$ cat config.mk
export PLATFORM = sky130hd
export DESIGN_NAME = alu_share_ctrl_flat
export DESIGN_NICKNAME = d
export VERILOG_FILES = /design/src/rtl/alu_share_ctrl_if.sv /design/src/rtl/alu_share_ctrl.sv /design/src/flat_wrapper.sv
export SDC_FILE = /design/constraint.sdc
export NUM_CORES = 1
export LEC_CHECK = 0
export BUFFER_PORTS_ARGS = -buffer_cell sky130_fd_sc_hd__buf_2
export CAP_MARGIN = 20
export CORE_MARGIN = 10
export CORE_UTILIZATION = 40
export DETAILED_ROUTE_END_ITERATION = 6
export PLACE_DENSITY = 0.66
export SETUP_SLACK_MARGIN = 0.02
export SLEW_MARGIN = 5
export SYNTH_ARGS = -nofsm -noshare
export SYNTH_HDL_FRONTEND = slang
export SYNTH_SLANG_ARGS = --single-unit
$ cat constraint.sdc
create_clock -name clk -period 2.5 [get_ports clk]
set_input_delay 0.25 -clock clk [delete_from_list [all_inputs] [get_ports clk]]
set_output_delay 0.25 -clock clk [all_outputs]
set_load 0.05 [all_outputs]
$ cat src/rtl/alu_share_ctrl_if.sv
// alu_share_ctrl_if: requester, response and ALU-side signals of the shared-ALU controller.
// slave = the controller; master = requesters, response consumers and the ALU itself.
interface alu_share_ctrl_if #(
    parameter int WIDTH = 32
);
    logic             req0_valid, req0_ready, req0_s;
    logic [WIDTH-1:0] req0_in1, req0_in2;
    logic [3:0]       req0_cmd;
    logic             req1_valid, req1_ready, req1_s;
    logic [WIDTH-1:0] req1_in1, req1_in2;
    logic [3:0]       req1_cmd;

    logic             rsp0_valid, rsp0_ready;
    logic [WIDTH-1:0] rsp0_result;
    logic [3:0]       rsp0_sr;
    logic             rsp1_valid, rsp1_ready;
    logic [WIDTH-1:0] rsp1_result;
    logic [3:0]       rsp1_sr;

    logic [WIDTH-1:0] alu_in1, alu_in2, alu_result;
    logic [3:0]       alu_cmd, alu_sr;
    logic             alu_cin, alu_vin;
    logic [3:0]       sr;

    modport slave (
        input  req0_valid, req0_in1, req0_in2, req0_cmd, req0_s,
        input  req1_valid, req1_in1, req1_in2, req1_cmd, req1_s,
        output req0_ready, req1_ready,
        output rsp0_valid, rsp0_result, rsp0_sr, rsp1_valid, rsp1_result, rsp1_sr,
        input  rsp0_ready, rsp1_ready,
        output alu_in1, alu_in2, alu_cmd, alu_cin, alu_vin, sr,
        input  alu_result, alu_sr
    );

    modport master (
        output req0_valid, req0_in1, req0_in2, req0_cmd, req0_s,
        output req1_valid, req1_in1, req1_in2, req1_cmd, req1_s,
        input  req0_ready, req1_ready,
        input  rsp0_valid, rsp0_result, rsp0_sr, rsp1_valid, rsp1_result, rsp1_sr,
        output rsp0_ready, rsp1_ready,
        input  alu_in1, alu_in2, alu_cmd, alu_cin, alu_vin, sr,
        output alu_result, alu_sr
    );
endinterface

$ cat src/rtl/alu_share_ctrl.sv
// alu_share_ctrl: time-shares one combinational EX-stage ALU between req0 (pipeline EX)
// and req1 (helper unit). Round-robin grant into a single op slot, one response buffer
// per requester, and ownership of the architectural {N,Z,C,V} status register.
// Optional: `define ALU_SHARE_STATS_EN adds saturating per-requester stall counters.
module alu_share_ctrl #(
    parameter int WIDTH = 32
) (
    input  logic            clk,
    input  logic            rst,
    alu_share_ctrl_if.slave bus
`ifdef ALU_SHARE_STATS_EN
    ,
    output logic [15:0]     stall0_cnt,
    output logic [15:0]     stall1_cnt
`endif
);
    localparam int NREQ = 2;

    typedef struct packed {
        logic [WIDTH-1:0] in1;
        logic [WIDTH-1:0] in2;
        logic [3:0]       cmd;
        logic             s;
    } op_t;

    typedef struct packed {
        logic [WIDTH-1:0] result;
        logic [3:0]       sr;
    } rsp_t;

    op_t  [NREQ-1:0] req_op;
    rsp_t [NREQ-1:0] rsp_data;
    logic [NREQ-1:0] req_valid, req_ready, rsp_valid, rsp_ready;

    logic       op_valid;
    op_t        op_q;
    logic       op_owner;
    logic       last_grant;
    logic [3:0] sr_q;

    logic complete, can_accept, grant, accept;

    assign req_valid = {bus.req1_valid, bus.req0_valid};
    assign rsp_ready = {bus.rsp1_ready, bus.rsp0_ready};
    assign req_op[0] = {bus.req0_in1, bus.req0_in2, bus.req0_cmd, bus.req0_s};
    assign req_op[1] = {bus.req1_in1, bus.req1_in2, bus.req1_cmd, bus.req1_s};

    // Slot retires when its owner's buffer is free or draining; a retiring slot can refill
    // at the same edge. Contention goes to whoever was not granted last.
    always_comb begin
        complete   = op_valid & (~rsp_valid[op_owner] | rsp_ready[op_owner]);
        can_accept = ~op_valid | complete;
        grant      = (&req_valid) ? ~last_grant : req_valid[1];
        req_ready  = '0;
        // Ready is held low while reset is asserted so no handshake is signalled then.
        if (rst && can_accept && req_valid[grant])
            req_ready[grant] = 1'b1;
        accept = |req_ready;
    end

    // Op slot: load on handshake, empty on retire, otherwise hold so ALU inputs stay stable
    always_ff @(posedge clk or negedge rst) begin
        if (!rst) begin
            op_valid   <= 1'b0;
            op_q       <= '0;
            op_owner   <= 1'b0;
            last_grant <= 1'b1;
        end else if (accept) begin
            op_valid   <= 1'b1;
            op_q       <= req_op[grant];
            op_owner   <= grant;
            last_grant <= grant;
        end else if (complete) begin
            op_valid   <= 1'b0;
        end
    end

    // Status register takes the ALU flags of a retiring op that asked for it
    always_ff @(posedge clk or negedge rst) begin
        if (!rst)
            sr_q <= 4'b0000;
        else if (complete && op_q.s)
            sr_q <= bus.alu_sr;
    end

    for (genvar g = 0; g < NREQ; g++) begin : g_rsp
        logic v_q;
        rsp_t d_q;
        logic cap;

        assign cap = complete & (op_owner == 1'(g));

        // Response buffer: capture wins over drain, so capture+drain keeps valid high
        always_ff @(posedge clk or negedge rst) begin
            if (!rst) begin
                v_q <= 1'b0;
                d_q <= '0;
            end else if (cap) begin
                v_q <= 1'b1;
                d_q <= {bus.alu_result, bus.alu_sr};
            end else if (rsp_ready[g]) begin
                v_q <= 1'b0;
            end
        end

        assign rsp_valid[g] = v_q;
        assign rsp_data[g]  = d_q;
    end

`ifdef ALU_SHARE_STATS_EN
    logic [NREQ-1:0][15:0] stall_cnt;

    for (genvar g = 0; g < NREQ; g++) begin : g_stat
        logic [15:0] cnt_q;

        // Count cycles a requester waits with a valid op, holding at the ceiling
        always_ff @(posedge clk or negedge rst) begin
            if (!rst)
                cnt_q <= '0;
            else if (req_valid[g] && !req_ready[g] && cnt_q != 16'hFFFF)
                cnt_q <= cnt_q + 16'd1;
        end

        assign stall_cnt[g] = cnt_q;
    end

    assign stall0_cnt = stall_cnt[0];
    assign stall1_cnt = stall_cnt[1];
`endif

    assign bus.req0_ready  = req_ready[0];
    assign bus.req1_ready  = req_ready[1];
    assign bus.rsp0_valid  = rsp_valid[0];
    assign bus.rsp0_result = rsp_data[0].result;
    assign bus.rsp0_sr     = rsp_data[0].sr;
    assign bus.rsp1_valid  = rsp_valid[1];
    assign bus.rsp1_result = rsp_data[1].result;
    assign bus.rsp1_sr     = rsp_data[1].sr;

    assign bus.alu_in1 = op_valid ? op_q.in1 : '0;
    assign bus.alu_in2 = op_valid ? op_q.in2 : '0;
    assign bus.alu_cmd = op_valid ? op_q.cmd : 4'h0;
    assign bus.alu_cin = sr_q[1];
    assign bus.alu_vin = sr_q[0];
    assign bus.sr      = sr_q;
endmodule

$ cat src/flat_wrapper.sv
// flat-port wrapper written by rule: the top's interface ports become plain ports
module alu_share_ctrl_flat 
#(
    parameter int WIDTH = 32
)
  (clk, rst, bus_req0_valid, bus_req0_in1, bus_req0_in2, bus_req0_cmd, bus_req0_s, bus_req1_valid, bus_req1_in1, bus_req1_in2, bus_req1_cmd, bus_req1_s, bus_req0_ready, bus_req1_ready, bus_rsp0_valid, bus_rsp0_result, bus_rsp0_sr, bus_rsp1_valid, bus_rsp1_result, bus_rsp1_sr, bus_rsp0_ready, bus_rsp1_ready, bus_alu_in1, bus_alu_in2, bus_alu_cmd, bus_alu_cin, bus_alu_vin, bus_sr, bus_alu_result, bus_alu_sr);
  alu_share_ctrl_if #(.WIDTH(WIDTH)) bus_i ();
  input  logic clk;
  input  logic rst;
  input wire logic [$bits(bus_i.req0_valid)-1:0] bus_req0_valid;
  input wire logic [$bits(bus_i.req0_in1)-1:0] bus_req0_in1;
  input wire logic [$bits(bus_i.req0_in2)-1:0] bus_req0_in2;
  input wire logic [$bits(bus_i.req0_cmd)-1:0] bus_req0_cmd;
  input wire logic [$bits(bus_i.req0_s)-1:0] bus_req0_s;
  input wire logic [$bits(bus_i.req1_valid)-1:0] bus_req1_valid;
  input wire logic [$bits(bus_i.req1_in1)-1:0] bus_req1_in1;
  input wire logic [$bits(bus_i.req1_in2)-1:0] bus_req1_in2;
  input wire logic [$bits(bus_i.req1_cmd)-1:0] bus_req1_cmd;
  input wire logic [$bits(bus_i.req1_s)-1:0] bus_req1_s;
  output wire logic [$bits(bus_i.req0_ready)-1:0] bus_req0_ready;
  output wire logic [$bits(bus_i.req1_ready)-1:0] bus_req1_ready;
  output wire logic [$bits(bus_i.rsp0_valid)-1:0] bus_rsp0_valid;
  output wire logic [$bits(bus_i.rsp0_result)-1:0] bus_rsp0_result;
  output wire logic [$bits(bus_i.rsp0_sr)-1:0] bus_rsp0_sr;
  output wire logic [$bits(bus_i.rsp1_valid)-1:0] bus_rsp1_valid;
  output wire logic [$bits(bus_i.rsp1_result)-1:0] bus_rsp1_result;
  output wire logic [$bits(bus_i.rsp1_sr)-1:0] bus_rsp1_sr;
  input wire logic [$bits(bus_i.rsp0_ready)-1:0] bus_rsp0_ready;
  input wire logic [$bits(bus_i.rsp1_ready)-1:0] bus_rsp1_ready;
  output wire logic [$bits(bus_i.alu_in1)-1:0] bus_alu_in1;
  output wire logic [$bits(bus_i.alu_in2)-1:0] bus_alu_in2;
  output wire logic [$bits(bus_i.alu_cmd)-1:0] bus_alu_cmd;
  output wire logic [$bits(bus_i.alu_cin)-1:0] bus_alu_cin;
  output wire logic [$bits(bus_i.alu_vin)-1:0] bus_alu_vin;
  output wire logic [$bits(bus_i.sr)-1:0] bus_sr;
  input wire logic [$bits(bus_i.alu_result)-1:0] bus_alu_result;
  input wire logic [$bits(bus_i.alu_sr)-1:0] bus_alu_sr;
  assign bus_i.req0_valid = bus_req0_valid;
  assign bus_i.req0_in1 = bus_req0_in1;
  assign bus_i.req0_in2 = bus_req0_in2;
  assign bus_i.req0_cmd = bus_req0_cmd;
  assign bus_i.req0_s = bus_req0_s;
  assign bus_i.req1_valid = bus_req1_valid;
  assign bus_i.req1_in1 = bus_req1_in1;
  assign bus_i.req1_in2 = bus_req1_in2;
  assign bus_i.req1_cmd = bus_req1_cmd;
  assign bus_i.req1_s = bus_req1_s;
  assign bus_req0_ready = bus_i.req0_ready;
  assign bus_req1_ready = bus_i.req1_ready;
  assign bus_rsp0_valid = bus_i.rsp0_valid;
  assign bus_rsp0_result = bus_i.rsp0_result;
  assign bus_rsp0_sr = bus_i.rsp0_sr;
  assign bus_rsp1_valid = bus_i.rsp1_valid;
  assign bus_rsp1_result = bus_i.rsp1_result;
  assign bus_rsp1_sr = bus_i.rsp1_sr;
  assign bus_i.rsp0_ready = bus_rsp0_ready;
  assign bus_i.rsp1_ready = bus_rsp1_ready;
  assign bus_alu_in1 = bus_i.alu_in1;
  assign bus_alu_in2 = bus_i.alu_in2;
  assign bus_alu_cmd = bus_i.alu_cmd;
  assign bus_alu_cin = bus_i.alu_cin;
  assign bus_alu_vin = bus_i.alu_vin;
  assign bus_sr = bus_i.sr;
  assign bus_i.alu_result = bus_alu_result;
  assign bus_i.alu_sr = bus_alu_sr;
  alu_share_ctrl #(.WIDTH(WIDTH)) u_core (.clk(clk), .rst(rst), .bus(bus_i));
endmodule
==> impl_summary.md <==
Floorplanning
The core region is 17200 µm². The initialized floorplan defines 48 standard-cell rows. The number of placed I/O pins is 330. From left edge to right edge, the die measures 152 µm. The floorplan step defined a die boundary enclosing 23200 µm². Measured along the y axis, the die boundary spans 152 µm. For this configuration, the core starts out at a cell density of 40.6%.

Route
Across all layers, the routed design uses 5067 vias. The uppermost layer routed is met4. Summed over all nets, wire length on met2 after detailed routing comes to 9820 µm. In the detailed route, the total length drawn on met3 is 2070 µm.

The routed metal-1 wire length is 7630 µm. Using the TritonRoute via totals, the vias-per-cell ratio works out to 4.81. The first detailed-routing pass ran for 4 iterations. The DRC violation count after routing is 0.

Wires add up to 20000 µm. Once detail routing completed, the nets flagged for antenna violations numbered 0. The count of routing violations after the opening detailed-route iteration is 159. The detailed-route wire length per cell is 18.9 µm.

CTS
The TritonCTS clock tree is done. The total CTS buffers is 17. Post-CTS repair changed the size of 0 cells. The deepest level of the CTS H-tree is 4. After clock tree synthesis, the clock-pin slew on the worst setup and hold paths is 70 ps. The clock latency reported for the late side of the worst-skew pair is 410 ps.

The maximum buffer depth of the clock tree is 2. The clock tree root buffer cell is sky130_fd_sc_hd__clkbuf_16. The tree built by TritonCTS fans out to 150 sinks.

Finish
The signed area change from the synthesized netlist to the final layout is 35.5%. In the final design database the tool counted 994 nets. In the final layout, the share of cells above drive strength 1 is 71.0%. The top cell types in the final layout, fill and taps aside, are 328 x sky130_fd_sc_hd__buf_2, 198 x sky130_fd_sc_hd__mux2_2, 148 x sky130_fd_sc_hd__dfrtp_1. Leaving out fill and tap cells, the most frequent cell in the layout is sky130_fd_sc_hd__buf_2. For this run, the number of standard cells in the final layout without fillers is 1054. The filler cells instantiated in the layout total 1502.

Flow run
The max-cap violation count is 0.

Global route
The via count of the first global-routing pass is 5807. The first-pass GRT wire length is 31900 µm. The global route total overflow is 0. The initial antenna violation count came to 2. The pin count of the biggest net entering global routing is 77. The global routing usage summed across all routing layers is 17.0%.

Place
The routability-driven placement congestion ratio is 0.876. The placed cell count is 1017. The post-detailed-placement half-perimeter wirelength is 15600 µm.

During placement, the flow inserted port buffers numbering 329.

Critical path
The data arrival time of the worst path is 2110 ps. In this run the worst path has a maximum fanout of 9. The type of the worst setup path is in -> out. The worst setup path is launched from an input pin.

The worst setup path is captured at an output pin. Data on the critical path is required at its endpoint by 2250 ps.

Timing
The time the worst path needs with I/O delays and setup is 2360 ps. The final setup TNS is 0 ps. The number of hold violations in the final report is 0.

The maximum clock rate is 423 MHz. Clock skew on the completed layout was measured at 6.33 ps. The number of max-slew violations in the final report is 0.

Setup repair after global routing left no endpoint under its margin. The worst slew margin relative to its limit is 35.0%. Of the available clock period, the critical path in the final layout requires 94.6%. Setup violations remaining at the end of the flow were counted as 0.

The worst-margin pin slew is 976 ps.

Synth
When the netlist entered floorplanning its net count stood at 666. The number of enable flip-flop cells after synthesis is 0. The post-synthesis cell type count is 22. In the synthesized netlist, the number of instances is 486. The average cell area after synthesis is 14.4 µm². The mapped netlist covers 7000 µm². Summed over all instances, the cell type with the most area after synthesis is sky130_fd_sc_hd__dfrtp_1. By area the synthesized netlist is led by sky130_fd_sc_hd__dfrtp_1 53%, sky130_fd_sc_hd__mux2_2 32%, sky130_fd_sc_hd__and2_1 6.2%, sky130_fd_sc_hd__mux2_4 2.1%, sky130_fd_sc_hd__buf_6 1.3%. Summed over its instances, the top area cell type makes up 53.2% of the synthesized netlist area. The total of flip-flops plus latches after synthesis is 150. Sequential elements use 53.6% of the synthesized area. Of all flip-flops after synthesis, the portion carrying an async set or reset was 100%.

Yosys printed 0 warnings. The predominant post-synthesis flop cell is sky130_fd_sc_hd__dfrtp_1.

Power
The switching share of power is 46.0%. The leakage power is 0.00457 µW. For this design the ratio of total power to cell area is 1260 nW/µm².

Summed over all nets, the switching power comes to 5520 µW. The internal power is 6470 µW. The power share of the clock group is 21.4%. The share of total power in combinational logic is 47.2%. Of the total power, registers draw 31.4%. The worst voltage drop across the vdd grid is 1.09 mV.

Worst hold path
The type of the tightest min-delay check is in -> reg.

Outcome
The run finished with clean final reports.
## path summary, 6_finish.rpt
| kind | start | to | slack, ps | cells past startpoint |
|---|---|---|---|---|
| min reg2reg | u_core.op_q[33] | u_core.op_q[33] | 490 | 1 |
| max | rst | bus_req0_ready | 140 | 7 |
| max reg2reg | u_core.bus.rsp1_valid | u_core.op_q[61] | 590 | 5 |
| min in group asynchronous | rst | u_core.op_q[67] | 570 | 3 |
| max in group asynchronous | rst | u_core.op_q[56] | 900 | 3 |
| min | bus_alu_result[5] | u_core.bus.rsp1_result[5] | 80 | 2 |
## logic make-up (layout without fill, tap and decap cells)
family                 count (synthesis)  after routing  share of synthesized area, %
buffers and inverters                 34            375                          2.98
other                                  0              2                             0
DFF                                  150            150                          53.6
muxes                                216            216                          35.3
and+or+nand+nor                       79             79                          7.25
AOI/OAI and AO/OA                      7              7                         0.875
## critical path, stage by stage
cell	delay, ps
sky130_fd_sc_hd__dlygate4sd3_1	560
sky130_fd_sc_hd__buf_6	120
sky130_fd_sc_hd__o21ai_0	190
sky130_fd_sc_hd__a311oi_4	350
sky130_fd_sc_hd__buf_4	230
sky130_fd_sc_hd__nor2b_2	150
sky130_fd_sc_hd__buf_2	260
## cell usage after synthesis, types with 2 or more instances
master / instances
sky130_fd_sc_hd__dfrtp_1: 149
sky130_fd_sc_hd__o21ai_0: 3
sky130_fd_sc_hd__nor2b_1: 2
sky130_fd_sc_hd__mux2_4: 10
sky130_fd_sc_hd__nand2b_1: 2
sky130_fd_sc_hd__nand2_1: 2
sky130_fd_sc_hd__mux2_1: 8
sky130_fd_sc_hd__buf_2: 8
sky130_fd_sc_hd__and2_1: 69
sky130_fd_sc_hd__mux2_2: 198
sky130_fd_sc_hd__buf_6: 8
sky130_fd_sc_hd__buf_4: 3
sky130_fd_sc_hd__nor3b_1: 2
sky130_fd_sc_hd__clkbuf_1: 14
## through the flow
step / worst slack [ps] / total power, µW / instance area [µm²] / util (%) / hold WS (ps)
2_1_floorplan: 158 / 8040 / 7010 / - / -45.6
3_3_place_gp: 484 / 9410 / 8860 / 51.4 / 101
3_5_place_dp: 422 / 9530 / 8860 / 51.4 / 101
4_1_cts: 68.9 / 12200 / 9470 / 55.0 / 59.1
5_1_grt: 29.5 / 12600 / 9480 / 55.0 / 66.7
6_report: 136 / 12000 / 9490 / 55.0 / 79.4
## timing repair
item,4_1_cts,5_1_grt
hold buffers,2,0
setup endpoints to repair,0,1
setup buffers,0,1
endpoints found under the hold margin,19,0
## registers in the layout, summed over array words and instances, names as in the netlist, 4 cells and up
signal                  count
u_core.bus.rsp0_result     32
u_core.bus.sr               4
u_core.bus.rsp1_result     32
u_core.bus.rsp0_sr          4
u_core.op_q                69
u_core.bus.rsp1_sr          4
## power groups by stage
stage          combinational (µW)  clock (µW)  sequential, µW
2_1_floorplan                2140           0            5900
3_3_place_gp                 5650           0            3750
3_5_place_dp                 5730           0            3800
4_1_cts                      5730        2650            3780
5_1_grt                      5940        2750            3890
6_report                     5660        2570            3760
## layer usage
layer	global-route usage, %	up-vias
li1	-	2353
met3	7.85	28
met4	6.24	0
met5	0	-
met2	28.4	228
met1	18.6	2458
## final cells by class
type / instances / area, µm² / share of cell area, %
Inverter: 1 / 3.75 / 0.0396
Multi-Input combinational cell: 302 / 3070 / 32.3
Tap cell: 225 / 282 / 2.97
Timing Repair Buffer: 342 / 1780 / 18.8
Clock inverter: 14 / 165 / 1.74
Clock buffer: 18 / 429 / 4.52
Antenna cell: 2 / 5.00 / 0.0528
Sequential cell: 150 / 3760 / 39.6
No activity file was read; power rests on OpenSTA's default activity.
